File: config.mk
export PLATFORM = sky130hd
export DESIGN_NAME = hazard_scoreboard_unit_flat
export DESIGN_NICKNAME = d
export VERILOG_FILES = /design/src/rtl/hazard_if.sv /design/src/rtl/hazard_scoreboard_unit.sv /design/src/flat_wrapper.sv
export SDC_FILE = /design/constraint.sdc
export NUM_CORES = 1
export LEC_CHECK = 0
export ABC_AREA = 1
export CORE_ASPECT_RATIO = 0.5
export CORE_UTILIZATION = 55
export DETAILED_ROUTE_END_ITERATION = 8
export GPL_ROUTABILITY_DRIVEN = 1
export PLACE_DENSITY = 0.86
export SETUP_SLACK_MARGIN = 0.2
export SYNTH_ARGS = -nofsm -noshare
export SYNTH_HDL_FRONTEND = slang
export SYNTH_SLANG_ARGS = --single-unit
export TNS_END_PERCENT = 10
File: constraint.sdc
create_clock -name clk -period 6.9 [get_ports clk]
set_input_delay 1.38 -clock clk [delete_from_list [all_inputs] [get_ports clk]]
set_output_delay 1.38 -clock clk [all_outputs]
set_load 0.01 [all_outputs]
File: src/rtl/hazard_if.sv
// rtl/hazard_if.sv - ID-stage hazard bus between the pipeline and the hazard scoreboard unit
// The master modport is the pipeline side; the slave modport is the hazard unit.
interface hazard_if #(
   parameter int NUM_REGS   = 32,
   parameter int REG_ADDR_W = 5
);
   logic                  id_valid;
   logic [6:0]            id_opcode;
   logic [REG_ADDR_W-1:0] id_rs1;
   logic [REG_ADDR_W-1:0] id_rs2;
   logic [REG_ADDR_W-1:0] id_rd;
   logic                  id_long_lat;
   logic                  ex_mem_read;
   logic [REG_ADDR_W-1:0] ex_rd;
   logic                  branch_mispredicted;
   logic                  wb_long_valid;
   logic [REG_ADDR_W-1:0] wb_long_rd;
   logic                  pc_write;
   logic                  if_id_write;
   logic                  if_id_flush;
   logic                  id_ex_flush;
   logic [NUM_REGS-1:0]   sb_busy;
   logic [3:0]            pending_cnt;

   modport master (
      output id_valid, id_opcode, id_rs1, id_rs2, id_rd, id_long_lat,
      output ex_mem_read, ex_rd, branch_mispredicted, wb_long_valid, wb_long_rd,
      input  pc_write, if_id_write, if_id_flush, id_ex_flush, sb_busy, pending_cnt
   );

   modport slave (
      input  id_valid, id_opcode, id_rs1, id_rs2, id_rd, id_long_lat,
      input  ex_mem_read, ex_rd, branch_mispredicted, wb_long_valid, wb_long_rd,
      output pc_write, if_id_write, if_id_flush, id_ex_flush, sb_busy, pending_cnt
   );
endinterface

File: src/rtl/hazard_scoreboard_unit.sv
// rtl/hazard_scoreboard_unit.sv - load-use/scoreboard hazard control with mispredict flush sequencing
// Optional perf counters are enabled by defining HAZARD_PERF_COUNTERS_EN.
module hazard_scoreboard_unit #(
   parameter int NUM_REGS     = 32,
   parameter int REG_ADDR_W   = 5,
   parameter int MAX_PENDING  = 4,
   parameter int FLUSH_CYCLES = 2
) (
   input  logic        clk,
   input  logic        rst_n,
   hazard_if.slave     bus
`ifdef HAZARD_PERF_COUNTERS_EN
   ,
   output logic [31:0] perf_stall_cycles,
   output logic [31:0] perf_flush_cycles,
   output logic [31:0] perf_struct_stalls
`endif
);
   localparam int FC_W = (FLUSH_CYCLES > 1) ? $clog2(FLUSH_CYCLES) : 1;

   typedef enum logic {IDLE, FLUSH} state_t;

   state_t              state_q, state_d;
   logic [FC_W-1:0]     flush_cnt_q, flush_cnt_d;
   logic [NUM_REGS-1:0] sb_q, sb_d;
   logic [3:0]          pending_q, pending_d;

   logic rs1_used, rs2_used, byp1, byp2;
   logic load_use, sb_hazard, waw_hazard, struct_hazard, stall;
   logic issue, complete, rd_in_range;

   function automatic logic busy_at(input logic [NUM_REGS-1:0] sb,
                                    input logic [REG_ADDR_W-1:0] idx);
      if (idx == '0 || int'(idx) >= NUM_REGS) return 1'b0;
      return sb[idx];
   endfunction

   always_comb begin
      rs1_used = !(bus.id_opcode == 7'b0110111 || bus.id_opcode == 7'b0010111 ||
                   bus.id_opcode == 7'b1101111);
      rs2_used = (bus.id_opcode == 7'b0110011 || bus.id_opcode == 7'b0100011 ||
                  bus.id_opcode == 7'b1100011);
      // write-through register file: a same-cycle long writeback satisfies the read
      byp1 = bus.wb_long_valid && bus.wb_long_rd == bus.id_rs1;
      byp2 = bus.wb_long_valid && bus.wb_long_rd == bus.id_rs2;
      complete = bus.wb_long_valid && busy_at(sb_q, bus.wb_long_rd);

      load_use = bus.id_valid && bus.ex_mem_read && bus.ex_rd != '0 &&
                 ((rs1_used && bus.id_rs1 == bus.ex_rd) ||
                  (rs2_used && bus.id_rs2 == bus.ex_rd));
      sb_hazard = bus.id_valid &&
                  ((rs1_used && busy_at(sb_q, bus.id_rs1) && !byp1) ||
                   (rs2_used && busy_at(sb_q, bus.id_rs2) && !byp2));
      waw_hazard = bus.id_valid && bus.id_long_lat && busy_at(sb_q, bus.id_rd);
      // only a real completion frees a slot, so a stray writeback cannot overfill
      struct_hazard = bus.id_valid && bus.id_long_lat &&
                      pending_q == 4'(MAX_PENDING) && !complete;
      stall = load_use || sb_hazard || waw_hazard || struct_hazard;

      rd_in_range = bus.id_rd != '0 && int'(bus.id_rd) < NUM_REGS;
      issue = bus.id_valid && bus.id_long_lat && rd_in_range && !stall &&
              state_q == IDLE && !bus.branch_mispredicted;
   end

   always_comb begin
      sb_d = sb_q;
      if (complete) sb_d[bus.wb_long_rd] = 1'b0;
      if (issue) sb_d[bus.id_rd] = 1'b1;
      sb_d[0] = 1'b0;
      pending_d = pending_q + {3'b000, issue} - {3'b000, complete};
   end

   always_comb begin
      state_d         = state_q;
      flush_cnt_d     = flush_cnt_q;
      bus.pc_write    = 1'b1;
      bus.if_id_write = 1'b1;
      bus.if_id_flush = 1'b0;
      bus.id_ex_flush = 1'b0;
      if (bus.branch_mispredicted) begin
         bus.if_id_write = 1'b0;
         bus.if_id_flush = 1'b1;
         bus.id_ex_flush = 1'b1;
         if (FLUSH_CYCLES > 1) begin
            state_d     = FLUSH;
            flush_cnt_d = FC_W'(FLUSH_CYCLES - 1);
         end else begin
            state_d = IDLE;
         end
      end else if (state_q == FLUSH) begin
         bus.if_id_write = 1'b0;
         bus.if_id_flush = 1'b1;
         bus.id_ex_flush = 1'b1;
         flush_cnt_d     = flush_cnt_q - 1'b1;
         if (flush_cnt_q <= FC_W'(1)) state_d = IDLE;
      end else if (stall) begin
         bus.pc_write    = 1'b0;
         bus.if_id_write = 1'b0;
         bus.id_ex_flush = 1'b1;
      end
      // reset overrides the pipeline controls without waiting for a clock
      if (!rst_n) begin
         bus.pc_write    = 1'b0;
         bus.if_id_write = 1'b0;
         bus.if_id_flush = 1'b1;
         bus.id_ex_flush = 1'b1;
      end
   end

   always_ff @(posedge clk or negedge rst_n) begin
      if (!rst_n) begin
         state_q     <= IDLE;
         flush_cnt_q <= '0;
         sb_q        <= '0;
         pending_q   <= '0;
      end else begin
         state_q     <= state_d;
         flush_cnt_q <= flush_cnt_d;
         sb_q        <= sb_d;
         pending_q   <= pending_d;
      end
   end

   assign bus.sb_busy     = sb_q;
   assign bus.pending_cnt = pending_q;

`ifdef HAZARD_PERF_COUNTERS_EN
   logic stall_case;
   assign stall_case = !bus.branch_mispredicted && state_q == IDLE && stall;

   always_ff @(posedge clk or negedge rst_n) begin
      if (!rst_n) begin
         perf_stall_cycles  <= '0;
         perf_flush_cycles  <= '0;
         perf_struct_stalls <= '0;
      end else begin
         if (stall_case && perf_stall_cycles != 32'hFFFF_FFFF)
            perf_stall_cycles <= perf_stall_cycles + 32'd1;
         if (bus.if_id_flush && perf_flush_cycles != 32'hFFFF_FFFF)
            perf_flush_cycles <= perf_flush_cycles + 32'd1;
         if (struct_hazard && perf_struct_stalls != 32'hFFFF_FFFF)
            perf_struct_stalls <= perf_struct_stalls + 32'd1;
      end
   end
`endif
endmodule

File: src/flat_wrapper.sv
// flat-port wrapper written by rule: the top's interface ports become plain ports
module hazard_scoreboard_unit_flat 
#(
   parameter int NUM_REGS     = 32,
   parameter int REG_ADDR_W   = 5,
   parameter int MAX_PENDING  = 4,
   parameter int FLUSH_CYCLES = 2
)
  (clk, rst_n, bus_id_valid, bus_id_opcode, bus_id_rs1, bus_id_rs2, bus_id_rd, bus_id_long_lat, bus_ex_mem_read, bus_ex_rd, bus_branch_mispredicted, bus_wb_long_valid, bus_wb_long_rd, bus_pc_write, bus_if_id_write, bus_if_id_flush, bus_id_ex_flush, bus_sb_busy, bus_pending_cnt);
  hazard_if #(.NUM_REGS(NUM_REGS), .REG_ADDR_W(REG_ADDR_W)) bus_i ();
  input  logic clk;
  input  logic rst_n;
  input wire logic [$bits(bus_i.id_valid)-1:0] bus_id_valid;
  input wire logic [$bits(bus_i.id_opcode)-1:0] bus_id_opcode;
  input wire logic [$bits(bus_i.id_rs1)-1:0] bus_id_rs1;
  input wire logic [$bits(bus_i.id_rs2)-1:0] bus_id_rs2;
  input wire logic [$bits(bus_i.id_rd)-1:0] bus_id_rd;
  input wire logic [$bits(bus_i.id_long_lat)-1:0] bus_id_long_lat;
  input wire logic [$bits(bus_i.ex_mem_read)-1:0] bus_ex_mem_read;
  input wire logic [$bits(bus_i.ex_rd)-1:0] bus_ex_rd;
  input wire logic [$bits(bus_i.branch_mispredicted)-1:0] bus_branch_mispredicted;
  input wire logic [$bits(bus_i.wb_long_valid)-1:0] bus_wb_long_valid;
  input wire logic [$bits(bus_i.wb_long_rd)-1:0] bus_wb_long_rd;
  output wire logic [$bits(bus_i.pc_write)-1:0] bus_pc_write;
  output wire logic [$bits(bus_i.if_id_write)-1:0] bus_if_id_write;
  output wire logic [$bits(bus_i.if_id_flush)-1:0] bus_if_id_flush;
  output wire logic [$bits(bus_i.id_ex_flush)-1:0] bus_id_ex_flush;
  output wire logic [$bits(bus_i.sb_busy)-1:0] bus_sb_busy;
  output wire logic [$bits(bus_i.pending_cnt)-1:0] bus_pending_cnt;
  assign bus_i.id_valid = bus_id_valid;
  assign bus_i.id_opcode = bus_id_opcode;
  assign bus_i.id_rs1 = bus_id_rs1;
  assign bus_i.id_rs2 = bus_id_rs2;
  assign bus_i.id_rd = bus_id_rd;
  assign bus_i.id_long_lat = bus_id_long_lat;
  assign bus_i.ex_mem_read = bus_ex_mem_read;
  assign bus_i.ex_rd = bus_ex_rd;
  assign bus_i.branch_mispredicted = bus_branch_mispredicted;
  assign bus_i.wb_long_valid = bus_wb_long_valid;
  assign bus_i.wb_long_rd = bus_wb_long_rd;
  assign bus_pc_write = bus_i.pc_write;
  assign bus_if_id_write = bus_i.if_id_write;
  assign bus_if_id_flush = bus_i.if_id_flush;
  assign bus_id_ex_flush = bus_i.id_ex_flush;
  assign bus_sb_busy = bus_i.sb_busy;
  assign bus_pending_cnt = bus_i.pending_cnt;
  hazard_scoreboard_unit #(.NUM_REGS(NUM_REGS), .REG_ADDR_W(REG_ADDR_W), .MAX_PENDING(MAX_PENDING), .FLUSH_CYCLES(FLUSH_CYCLES)) u_core (.clk(clk), .rst_n(rst_n), .bus(bus_i));
endmodule
Word-level counts from Yosys, hierarchy flattened
Cells that the tools add are included.
{ "word_totals": {"wordCells": 119, "output_inout_bits": 40, "regBits": 37, "inputBits": 39} }
{ "op_classes": {"n_lt_le_gt_ge": 7, "n_addsub": 3, "bitwise_logic": 4, "n_eq_ne": 11, "mux": 45, "reduce_logical": 45} }
{ "ops": {"columns": ["operator", "count"], "rows": [
  ["32-bit 2-to-1 mux", 2],
  ["1-bit 2-to-1 mux", 37],
  ["32-bit AND", 1],
  ["32-bit inverter", 1],
  ["32-bit bitwise OR", 1],
  ["5-bit by 6-bit < comparator with 1-bit output, second input constant", 4],
  ["1-bit logical AND", 23],
  ["7-bit by 6-bit == test with 1-bit output, second input constant", 3],
  ["1-bit binary-select mux with 5-bit select", 4],
  ["5-bit == test", 4],
  ["5-bit zero test", 4],
  ["7-bit == test, second input constant", 2],
  ["1-bit demux with 5-bit select", 2],
  ["5-bit by 1-bit greater-or-equal comparator with 1-bit output, second input constant", 2],
  ["5-bit nonzero test", 2],
  ["1-bit logical OR", 9],
  ["7-bit by 5-bit == test with 1-bit output, second input constant", 1],
  ["1-bit zero test", 6],
  ["4-bit by 1-bit adder with 4-bit output", 1],
  ["4-bit by 3-bit == test with 1-bit output, second input constant", 1],
  ["4-bit by 1-bit subtractor with 4-bit output", 1],
  ["2-bit nonzero test", 1],
  ["1-bit <= comparator, second input constant", 1],
  ["1-bit inverter", 1],
  ["1-bit subtractor, second input constant", 1]
]} }

Logic depth before layout (Yosys ltp)
{ "logic_depth": {"ltp_word": 17, "mapped_depth": 20, "mapped_depth_nobuf": 18} }

Least setup slack after synthesis
OpenSTA, ideal clock, no wires.
{ "synth_path": {"path_type": "input -> output", "from": "in bus_id_rd[1]", "to": "out bus_id_ex_flush", "t_required_ns": 5.520, "slack_ns": 2.763, "stages": 15, "arrival_time_ns": 2.757, "n_path_buf": 1, "path_cell_list": "buf_4 inv_2 nor2_1 a21oi_1 nand2_1 nand2_1 nand2_1 nor2_1 nand2_1 nand2_1 nand2_1 nor2_4 nand2_2 nor2_1 inv_1"} }
{ "synth_between": {"elab_chain_len": 10, "elab_cells_between_ends": 12, "cone_classes": "mux (8); reduce/logical (4)"} }
{ "synth_lines": {"columns": ["item", "line_no", "source"], "rows": [
  ["start: declaration", "flat_wrapper.sv:17", "input wire logic [$bits(bus_i.id_rd)-1:0] bus_id_rd;"],
  ["1-bit binary-select mux with 5-bit select or 5-bit zero test (tied branches)", "hazard_scoreboard_unit.sv:35, hazard_scoreboard_unit.sv:34", null],
  ["1-bit 2-to-1 mux, on equally long branches", "hazard_scoreboard_unit.sv:35, hazard_scoreboard_unit.sv:34", null],
  ["1-bit 2-to-1 mux *", "hazard_scoreboard_unit.sv:35", "return sb[idx];"],
  ["1-bit logical AND *", "hazard_scoreboard_unit.sv:54", "waw_hazard = bus.id_valid && bus.id_long_lat && busy_at(sb_q, bus.id_rd);"],
  ["1-bit logical OR * (2 in a row)", "hazard_scoreboard_unit.sv:58", "stall = load_use || sb_hazard || waw_hazard || struct_hazard;"],
  ["1-bit 2-to-1 mux *", "hazard_scoreboard_unit.sv:96", "end else if (stall) begin"],
  ["1-bit 2-to-1 mux *", "hazard_scoreboard_unit.sv:90", "end else if (state_q == FLUSH) begin"],
  ["1-bit 2-to-1 mux *", "hazard_scoreboard_unit.sv:80", "if (bus.branch_mispredicted) begin"],
  ["1-bit 2-to-1 mux *", "hazard_scoreboard_unit.sv:102", "if (!rst_n) begin"],
  ["end: declaration", "flat_wrapper.sv:27", "output wire logic [$bits(bus_i.id_ex_flush)-1:0] bus_id_ex_flush;"]
]} }
Mark *: on every way between the ends. The rest lies on a longest branch, timed or not. The select of a mux whose other input is x is not followed.

Final worst setup path
{ "layout_path": {"from": "in bus_id_rd[0]", "to": "out bus_if_id_write"} }
{ "layout_between": {"elab_chain_len": 10, "elab_cells_between_ends": 12, "cone_classes": "mux (8); reduce/logical (4)"} }
{ "layout_lines": {"columns": ["item", "line_no", "source"], "rows": [
  ["1-bit binary-select mux with 5-bit select or 5-bit zero test (tied branches)", "hazard_scoreboard_unit.sv:35, hazard_scoreboard_unit.sv:34", null],
  ["1-bit 2-to-1 mux, on equally long branches", "hazard_scoreboard_unit.sv:35, hazard_scoreboard_unit.sv:34", null],
  ["1-bit 2-to-1 mux *", "hazard_scoreboard_unit.sv:35", null],
  ["1-bit logical AND *", "hazard_scoreboard_unit.sv:54", null],
  ["1-bit logical OR * (2 in a row)", "hazard_scoreboard_unit.sv:58", null],
  ["1-bit 2-to-1 mux *", "hazard_scoreboard_unit.sv:96", null],
  ["1-bit 2-to-1 mux *", "hazard_scoreboard_unit.sv:90", null],
  ["1-bit 2-to-1 mux *", "hazard_scoreboard_unit.sv:80", null],
  ["1-bit 2-to-1 mux *", "hazard_scoreboard_unit.sv:102", null],
  ["end: declaration", "flat_wrapper.sv:25", "output wire logic [$bits(bus_i.if_id_write)-1:0] bus_if_id_write;"]
]} }
Marks and branches as above.

==> impl_metrics.toml <==
[place]
dpl_worst_slack_ns = 0.848
portBuffers = 77
gp_congestion = 1.03
dpl.hpwl_mm = 10.0

[worst_hold_path]
hp-class = "reg -> reg"
min_to = "u_core.bus.sb_busy[18]$_DFF_PN0_"
min_from = "u_core.bus.sb_busy[18]$_DFF_PN0_"
holdPathStages = 2

[sta]
timing.hold.ws_ns = 0.561
slew_viol_final = 0
setup_viol = 0
hold_viol_final = 0
relSlewSlack = 0.387
rsz0062_at_grt = "no"
max_freq_mhz = 160
finalClockSkew_ns = 0.00347
worst_pin_slew_ns = 0.917
worst_slack_ns = 0.658
final.period_utilization = 0.905
setup_tns_ns = 0
min_period_ns = 6.24

[yosys]
yosysTopAreaCell = "dfrtp_1"
synth_top_area_share = 0.239
synth_nets = 696
synth_cell_types = 31
synth_area_per_cell_sq_um = 5.78
yosysSeqAreaShare = 0.239
netlist_area_sq_um = 3760
synth_area_leaders = "dfrtp_1 24%, nand2_1 23%, inv_1 7.4%"
synthCells = 651
ys_ff_latch = 36
ys_warn_count = 0

[die]
start_util = 0.595
die_y_um = 60.5
row_count = 20
die_w_um = 119
coreArea_sq_um = 6330
dieArea_sq_um = 7200
boundaryPins = 79

[finish]
mostFrequentLayoutCell = "nand2_1"
diodes = 0
syn2layout_area_growth_pct = 23.6
n_fill_cell = 550
drive_above_1_share = 0.0449
nNetsFinal = 757
mostFrequentLayoutCells = "235 x nand2_1, 76 x clkdlybuf4s50_1, 74 x inv_1"
finish.utilization = 0.735

[critical_path]
crit_top_cell = "nand2_1"
crit_type = "in -> out"
slowest_stage = "clkdlybuf4s50_1"
reg2reg_from = "u_core.bus.sb_busy[31]$_DFF_PN0_"
crit_path_start_kind = "primary input"
critical_path_buf_inv_count = 2
path_max_fanout = 32
cp.arrival_ns = 4.86
r2r_end = "u_core.bus.pending_cnt[1]$_DFF_PN0_"
critPathRequiredTime_ns = 5.52
crit_family = "simple AND/OR/NAND/NOR gates"
crit_chain = "clkdlybuf4s50_1, nand2_2, nor2_1, a21oi_1, nand2_1, nand2_1, nand2_1, nor2_1, nand2_1, nand2_1, nand2_1, nor2_4, nand2_2, nor2_1, clkdlybuf4s50_1"
critPathMaxStageDelay_ns = 0.89
crit_path_end_kind = "output port"
reg2regPathDepth = 17
rrSetupSlack_ns = 3.80

[grt]
grt_overflow_total = 0
grt_start_max_net_pins = 39
antenna_found_initial = 0
grt_pass1_vias = 4111
grt_pass1_wl_mm = 20.9
grt_usage = 0.378

[clocking]
insertion_delay_ns = 0.28
clock_sinks = 36
cts_made_buffers = 5
cts_buffer_depth = 2
cts_hold_buf = 0
h-tree-depth = 2
post_cts_buffers = 0
root_buffer = "clkbuf_16"
tritoncts = "built"
cts_resized = 0
clkSlewWorstSetupHoldPaths_ns = 0.06

[power_and_ir_drop]
combPwrFrac = 0.367
switching_power_uw = 311
p_clk_frac = 0.307
ir_worst_vdd_mv = 0.196
power_density_nw_per_um2 = 184
p_sw_frac = 0.363
p_leak_uw = 0.00227
power_frac_seq = 0.326
p_int_uw = 546
finalPower_uw = 857

[routing]
wire_per_inst_um = 16.8
route.detailed.drc = 0
ant_nets = 0
routed_wl_mm = 13.5
vias = 4712
via_per_inst = 5.88
dr.pass1.iters = 5
dr.first_iter.drc_count = 531

[run]
maxCapViolCount = 0

[status]
outcome = "completed"
==> area by class of cell <==
| type | instances | area (sq um) | area share |
|---|---|---|---|
| multi-input cells | 510 | 2380 | 0.512 |
| flip-flops and latches | 36 | 901 | 0.194 |
| repair buffers | 81 | 796 | 0.171 |
| inverters | 78 | 293 | 0.0629 |
| clock buffers | 5 | 125 | 0.0269 |
| well taps | 88 | 110 | 0.0237 |
| clock inverters | 3 | 46.3 | 0.00995 |
==> routing by layer <==
layer / GRT usage / wire length, um / vias to the layer above
met5: 0 / 0 / -
met4: 0.0651 / 108 / 0
met3: 0.103 / 1980 / 17
met2: 0.612 / 5690 / 325
met1: 0.521 / 5680 / 2162
li1: - / - / 2208
==> sequential cells by signal (all words and copies together), names as in the netlist <==
name and flops:
u_core.bus.pending_cnt 4, u_core.state_q 1, u_core.bus.sb_busy 31
==> worst max path at each step <==
stage | to | startpoint | cells after the start | slack [ns]
CTS | bus_if_id_write | bus_id_rd[0] | 15 | 0.77
floorplan | bus_id_ex_flush | bus_id_rd[1] | 15 | 2.76
global placement | bus_if_id_write | bus_id_rs2[0] | 17 | 0.97
detailed placement | bus_if_id_write | bus_id_rd[0] | 15 | 0.85
global route | bus_pc_write | bus_id_rd[0] | 15 | 0.37
finish | bus_if_id_write | bus_id_rd[0] | 15 | 0.66
==> per-stage QoR <==
| step | cell area (sq um) | std cells |
|---|---|---|
| global placement | 4480 | 793 |
| global route | 4650 | 801 |
| CTS | 4650 | 801 |
| floorplan | 3760 | 651 |
| detailed placement | 4480 | 793 |
| finish | 4650 | 801 |
==> synth_stat cells <==
master / number
nor3_1: 20
a21boi_4: 1
nand3_1: 41
xor2_1: 8
conb_1: 1
or2_2: 1
nand2_1: 235
buf_4: 5
xnor2_1: 5
fa_1: 1
buf_6: 7
o21ai_0: 49
nor2_4: 1
a21boi_1: 1
nor2_2: 3
inv_2: 4
nand4_1: 34
o22ai_1: 2
nor2_1: 64
clkbuf_1: 3
a21oi_4: 1
buf_2: 12
dfrtp_1: 36
nand3_2: 1
a21boi_0: 2
o211ai_1: 1
nand2_2: 7
ha_1: 5
a21oi_1: 10
o21ai_1: 16
inv_1: 74
==> tightest hold or removal path, cell delays in order (launching register included) <==
cell and delay (ns):
dfrtp_1 0.36, o21ai_0 0.09, nand2_1 0.07
==> cell families after synthesis <==
logic type	Yosys count	synth area share
other	1	0.000996
flip-flops	36	0.239
AND/OR/NAND/NOR	407	0.460
buffers and inverters	105	0.128
XOR/XNOR	13	0.0302
AO/OA/AOI/OAI	83	0.120
adder cells (fa/ha/maj)	6	0.0219
==> power by group through the flow <==
stage	registers, uW	logic, uW	clock network, uW
CTS	275	310	261
floorplan	279	169	0
finish	279	315	263
global route	280	344	270
detailed placement	278	309	0
global placement	278	295	0
Power figures use the tool's default switching activity.
==> RTL edit 1, RTL diff (same flow settings) <==
`sb_q` and `pending_q` no longer have a reset.
--- a/src/rtl/hazard_scoreboard_unit.sv
+++ b/src/rtl/hazard_scoreboard_unit.sv
@@ -112,12 +112,13 @@
          state_q     <= IDLE;
          flush_cnt_q <= '0;
-         sb_q        <= '0;
-         pending_q   <= '0;
       end else begin
          state_q     <= state_d;
          flush_cnt_q <= flush_cnt_d;
-         sb_q        <= sb_d;
-         pending_q   <= pending_d;
       end
+   end
+
+   always_ff @(posedge clk) begin
+      sb_q      <= sb_d;
+      pending_q <= pending_d;
    end
 
Formal check against the unedited RTL: not equivalent (a bounded check fails within 4 cycles, from zero or initial values and one cycle with rst_n low).
==> RTL edit 1 against the unedited design <==
  * Combinational power is 3% lower
  * Synthesized cell count is the same
  * Worst setup slack better by 0.075 ns
  * Largest power group unchanged
  * Sequential cell count stayed put
  * Register-to-register slack better by 0.06 ns
  * Final area is 3.8% lower
  * Non-clock buffer count did not move
  * Total power decreased by 2.2%
  * Critical path depth is the same
  * Critical endpoint unchanged
  * Routed wire length decreased by 4.8%
  * Via count shrank 3.8%
  * Synthesized area is 4.7% lower
==> RTL edit 1: results (changes against the unedited design) <==
Min-Delay Path Depth = 2 (unchanged)
drt pass-1 iters = 7 (was 5)
post-synthesis mux area share = 0 (unchanged)
CP Data Arrival Time = 4.79 ns (was 4.86 ns)
area fraction in compound gates after synthesis = 0.126 (was 0.120)
adder-cell share of the synthesized area = 0.0230 (was 0.0219)
R2R depth = 16 (was 17)
Max VDD drop = 0.231 mV (was 0.196 mV)
xor and xnor area share after synthesis = 0.0317 (was 0.0302)
fillers = 574 (was 550)
R2R Path End = u_core.bus.pending_cnt[2] (was u_core.bus.pending_cnt[1])
Placed Cells = 793 (unchanged)
Routed WL = 12800 um (was 13500 um)
sequential fraction of the synthesis area = 0.202 (was 0.239)
Synth Net Count = 696 (unchanged)
CTS Root Cell = clkbuf_16 (unchanged)
hold path start = u_core.bus.sb_busy[18] (unchanged)
vias in the first global route = 3961 (was 4111)
Area Overhead vs Synth = 24.7% (was 23.6%)
antenna diode count = 0 (unchanged)
Psw = 0.000295 W (was 0.000311 W)
Crit Path Max Fanout = 32 (unchanged)
slowest cell on the critical path = clkdlybuf4s50_1 (unchanged)
Vias/cell = 5.66 (was 5.88)
post_cts resized = 0 (unchanged)
dpl ws = 0.895 ns (was 0.848 ns)
M1 WL = 5270 um (was 5680 um)
Cell Pwr Density = 187 nW/um^2 (was 184 nW/um^2)
Async SR Flop Fraction = 0.0278 (was 1.00)
Pleak = 2.09 nW (was 2.27 nW)
dpl cell area = 4310 um^2 (was 4480 um^2)
DP HPWL = 9590 um (was 10000 um)
Worst-path clk slew = 0.05 ns
met2 Usage GRT = 0.573 (was 0.612)
slew of the pin with the lowest slew margin = 0.996 ns (was 0.917 ns)
largest net degree at the start of global routing = 33 (was 39)
most frequent cells after synthesis = 235 x nand2_1, 74 x inv_1, 64 x nor2_1 (unchanged)
clock network power share = 0.305 (was 0.307)
share of cells above drive strength 1 = 0.0421 (was 0.0449)
comb pwr = 0.000307 W (was 0.000315 W)
FF-to-FF Start = u_core.bus.sb_busy[28] (was u_core.bus.sb_busy[31])
first-pass GRT wire length = 20100 um (was 20900 um)
Met3 Wirelength = 2090 um (was 1980 um)
met3 GRT Util = 0.142 (was 0.103)
routed wl met2 = 5140 um (was 5690 um)
WL per Instance = 16.0 um (was 16.8 um)
library cells used by synthesis = 32 (was 31)
top cells by area, synth = nand2_1 25%, dfxtp_1 20%, inv_1 7.7% (was dfrtp_1 24%, nand2_1 23%, inv_1 7.4%)
status = finished clean (unchanged)
GPL Wtd Cong = 0.996 (was 1.03)
hold path endpoint = u_core.bus.sb_busy[18] (unchanged)
synth warn = 0 (unchanged)
Clock Skew = 0.00447 ns (was 0.00347 ns)
gr usage total = 0.386 (was 0.378)
Hold WS = 0.496 ns (was 0.561 ns)
most frequently used flop master after synthesis = dfxtp_1 (was dfrtp_1)
DRT iter0 DRCs = 462 (was 531)
R2R Setup Slk = 3.86 ns (was 3.80 ns)
met1 capacity usage during global routing = 0.529 (was 0.521)
[RTL edit 1: cell types whose count changed in the layout (fill, tap and decap cells not counted)]
cell,before,now
buf_2,1,0
clkbuf_1,0,1
clkdlybuf4s50_1,76,77
clkinv_2,0,1
clkinvlp_4,1,0
dfrtp_1,36,1
dfxtp_1,0,35
inv_6,1,0
[RTL edit 1: worst max path at each step]
stage | from | to | slack [ns]
2_1_floorplan | bus_id_rd[1] | bus_id_ex_flush | 2.76
3_3_place_gp | bus_id_rd[0] | bus_if_id_write | 0.99
3_5_place_dp | bus_id_rd[0] | bus_pc_write | 0.89
4_1_cts | bus_id_rd[0] | bus_pc_write | 0.81
5_1_grt | bus_id_rd[0] | bus_pc_write | 0.41
6_report | bus_id_rd[0] | bus_if_id_write | 0.73
[RTL edit 1: final cells by class]
type / instances / area share
clock inverters: 2 / 0.00783
multi-input cells: 510 / 0.532
inverters: 78 / 0.0654
repair buffers: 81 / 0.179
well taps: 88 / 0.0246
flip-flops and latches: 36 / 0.162
clock buffers: 6 / 0.0288
==> RTL edit 2, RTL diff (same flow settings) <==
Made on the original files. `FLUSH_CYCLES` is set to 2 in 2 places; all go to 4.
--- a/src/rtl/hazard_scoreboard_unit.sv
+++ b/src/rtl/hazard_scoreboard_unit.sv
@@ -5,5 +5,5 @@
    parameter int REG_ADDR_W   = 5,
    parameter int MAX_PENDING  = 4,
-   parameter int FLUSH_CYCLES = 2
+   parameter int FLUSH_CYCLES = 4
 ) (
    input  logic        clk,
--- a/src/flat_wrapper.sv
+++ b/src/flat_wrapper.sv
@@ -5,5 +5,5 @@
    parameter int REG_ADDR_W   = 5,
    parameter int MAX_PENDING  = 4,
-   parameter int FLUSH_CYCLES = 2
+   parameter int FLUSH_CYCLES = 4
 )
   (clk, rst_n, bus_id_valid, bus_id_opcode, bus_id_rs1, bus_id_rs2, bus_id_rd, bus_id_long_lat, bus_ex_mem_read, bus_ex_rd, bus_branch_mispredicted, bus_wb_long_valid, bus_wb_long_rd, bus_pc_write, bus_if_id_write, bus_if_id_flush, bus_id_ex_flush, bus_sb_busy, bus_pending_cnt);
Behaviour: not the same (Yosys sat finds a counterexample within 4 cycles, from zero or initial values and one cycle with rst_n low).
==> RTL edit 2 against the unedited design <==
  * Final cell count up 1.6%
  * Clock power down 17%
  * Sequential cell count up 2
  * Global-route usage down 1.0 points
  * Final area up 1.3%
  * Via count up 0.19%
  * Total power down 1.1%
  * Non-clock buffer count unchanged
  * Routed wire length down 0.11%
  * Synthesized area up 2.3%
  * Sequential share of layout area up 0.82 points
  * Worst setup slack better by 0.42 ns
  * Register-to-register slack better by 0.60 ns
  * Critical path type unchanged
  * Critical endpoint is now bus_pc_write
  * Largest power group unchanged
==> RTL edit 2: results (changes against the unedited design) <==
drt pass-1 iters = 6 (was 5)
status = finished clean (unchanged)
maximum clock insertion buffer count = 2 (unchanged)
DP HPWL = 9620 um (was 10000 um)
Vias/cell = 5.80 (was 5.88)
H-tree Lvls = 2 (unchanged)
GPL Wtd Cong = 1.04 (was 1.03)
post_cts resized = 0 (unchanged)
DRT iter0 DRCs = 882 (was 531)
Max stage delay on crit path = 0.90 ns
Synth Net Count = 707 (was 696)
CP Data Arrival Time = 4.44 ns (was 4.86 ns)
first-pass GRT wire length = 20400 um (was 20900 um)
Clock Skew = 0.00516 ns (was 0.00347 ns)
WL per Instance = 16.5 um (was 16.8 um)
Hold WS = 0.492 ns (was 0.561 ns)
fillers = 620 (was 550)
I/O Buffers = 77 (unchanged)
met1 capacity usage during global routing = 0.523 (was 0.521)
met3 GRT Util = 0.0926 (was 0.103)
nets = 768 (was 757)
CTS Root Cell = clkbuf_16 (unchanged)
max reg flops = 31 (unchanged)
top cells by area, synth = dfrtp_1 25%, nand2_1 24%, o21ai_0 8.2% (was dfrtp_1 24%, nand2_1 23%, inv_1 7.4%)
vias in the first global route = 4005 (was 4111)
Setup Buffers After CTS = 0 (unchanged)
slew of the pin with the lowest slew margin = 0.965 ns (was 0.917 ns)
largest net degree at the start of global routing = 41 (was 39)
met2 Usage GRT = 0.548 (was 0.612)
sequential fraction of the synthesis area = 0.247 (was 0.239)
gr usage total = 0.368 (was 0.378)
Max VDD drop = 0.177 mV (was 0.196 mV)
Pleak = 2.32 nW (was 2.27 nW)
synth warn = 0 (unchanged)
share of cells above drive strength 1 = 0.0402 (was 0.0449)
Crit Path Max Fanout = 20 (was 32)
R2R Setup Slk = 4.40 ns (was 3.80 ns)
most frequent cells after synthesis = 243 x nand2_1, 76 x inv_1, 63 x o21ai_0 (was 235 x nand2_1, 74 x inv_1, 64 x nor2_1)
[RTL edit 2: changes by cell type in the layout (fill, tap and decap cells not counted), moves of 2 or more]
cell / change
dfrtp_1: +2
inv_1: +2
nor2_1: -6
nor3_1: -2
clkinv_2: +2
nand2_2: -3
nand2_1: +8
o21ai_1: -10
o21ai_0: +14
[RTL edit 2: final timing paths]
path | start | to | depth (start not counted)
worst max register to register | u_core.bus.sb_busy[2] | u_core.bus.pending_cnt[2] | 16
min in group asynchronous | rst_n | u_core.bus.sb_busy[20] | 2
max in group asynchronous | rst_n | u_core.flush_cnt_q[1] | 2
worst min-delay path | u_core.flush_cnt_q[0] | u_core.flush_cnt_q[0] | 1
worst max-delay path | bus_id_rs1[0] | bus_pc_write | 16
worst min register to register | u_core.flush_cnt_q[0] | u_core.flush_cnt_q[0] | 1
[RTL edit 2: final cells by class]
type,instances,area share
Timing Repair Buffer,81,0.169
Inverter,80,0.0637
Clock buffer,5,0.0265
Multi-Input combinational cell,516,0.513
Sequential cell,38,0.202
Tap cell,92,0.0244
Clock inverter,2,0.00212
[RTL edit 2: critical path: cells and delay by family]
kind	cells	cell delay [ns]
AND/OR/NAND/NOR	12	1.00
AO/OA/AOI/OAI	1	0.20
buffers and inverters	3	1.86
[RTL edit 2: report_power, final]
part / internal, W / switching [W] / total, W
sequential: 0.000259 / 0.0000419 / 0.000301
combinational: 0.000141 / 0.000187 / 0.000328
clock: 0.000130 / 0.0000877 / 0.000218
total: 0.000530 / 0.000317 / 0.000847
[RTL edit 2: metal layers]
layer,part of all wire,vias to the layer above
met5,0,-
met4,0.029,0
met3,0.15,44
met2,0.41,370
met1,0.41,2070
li1,-,2237
[RTL edit 2: kinds of logic after synthesis]
group | synth area share
buf+inv | 0.126
simple gates | 0.448
xor+xnor | 0.0296
other cells | 0.000973
fa+ha+maj | 0.0247
flops | 0.247
compound gates | 0.124
[RTL edit 2: stage by stage]
step                      cells  setup slack [ns]  area (um^2)
after global routing        814             0.852         4710
after floorplan             661              2.80         3850
after CTS                   814              1.17         4710
after detailed placement    807              1.20         4580
after global placement      807              1.29         4580
final                       814              1.08         4710
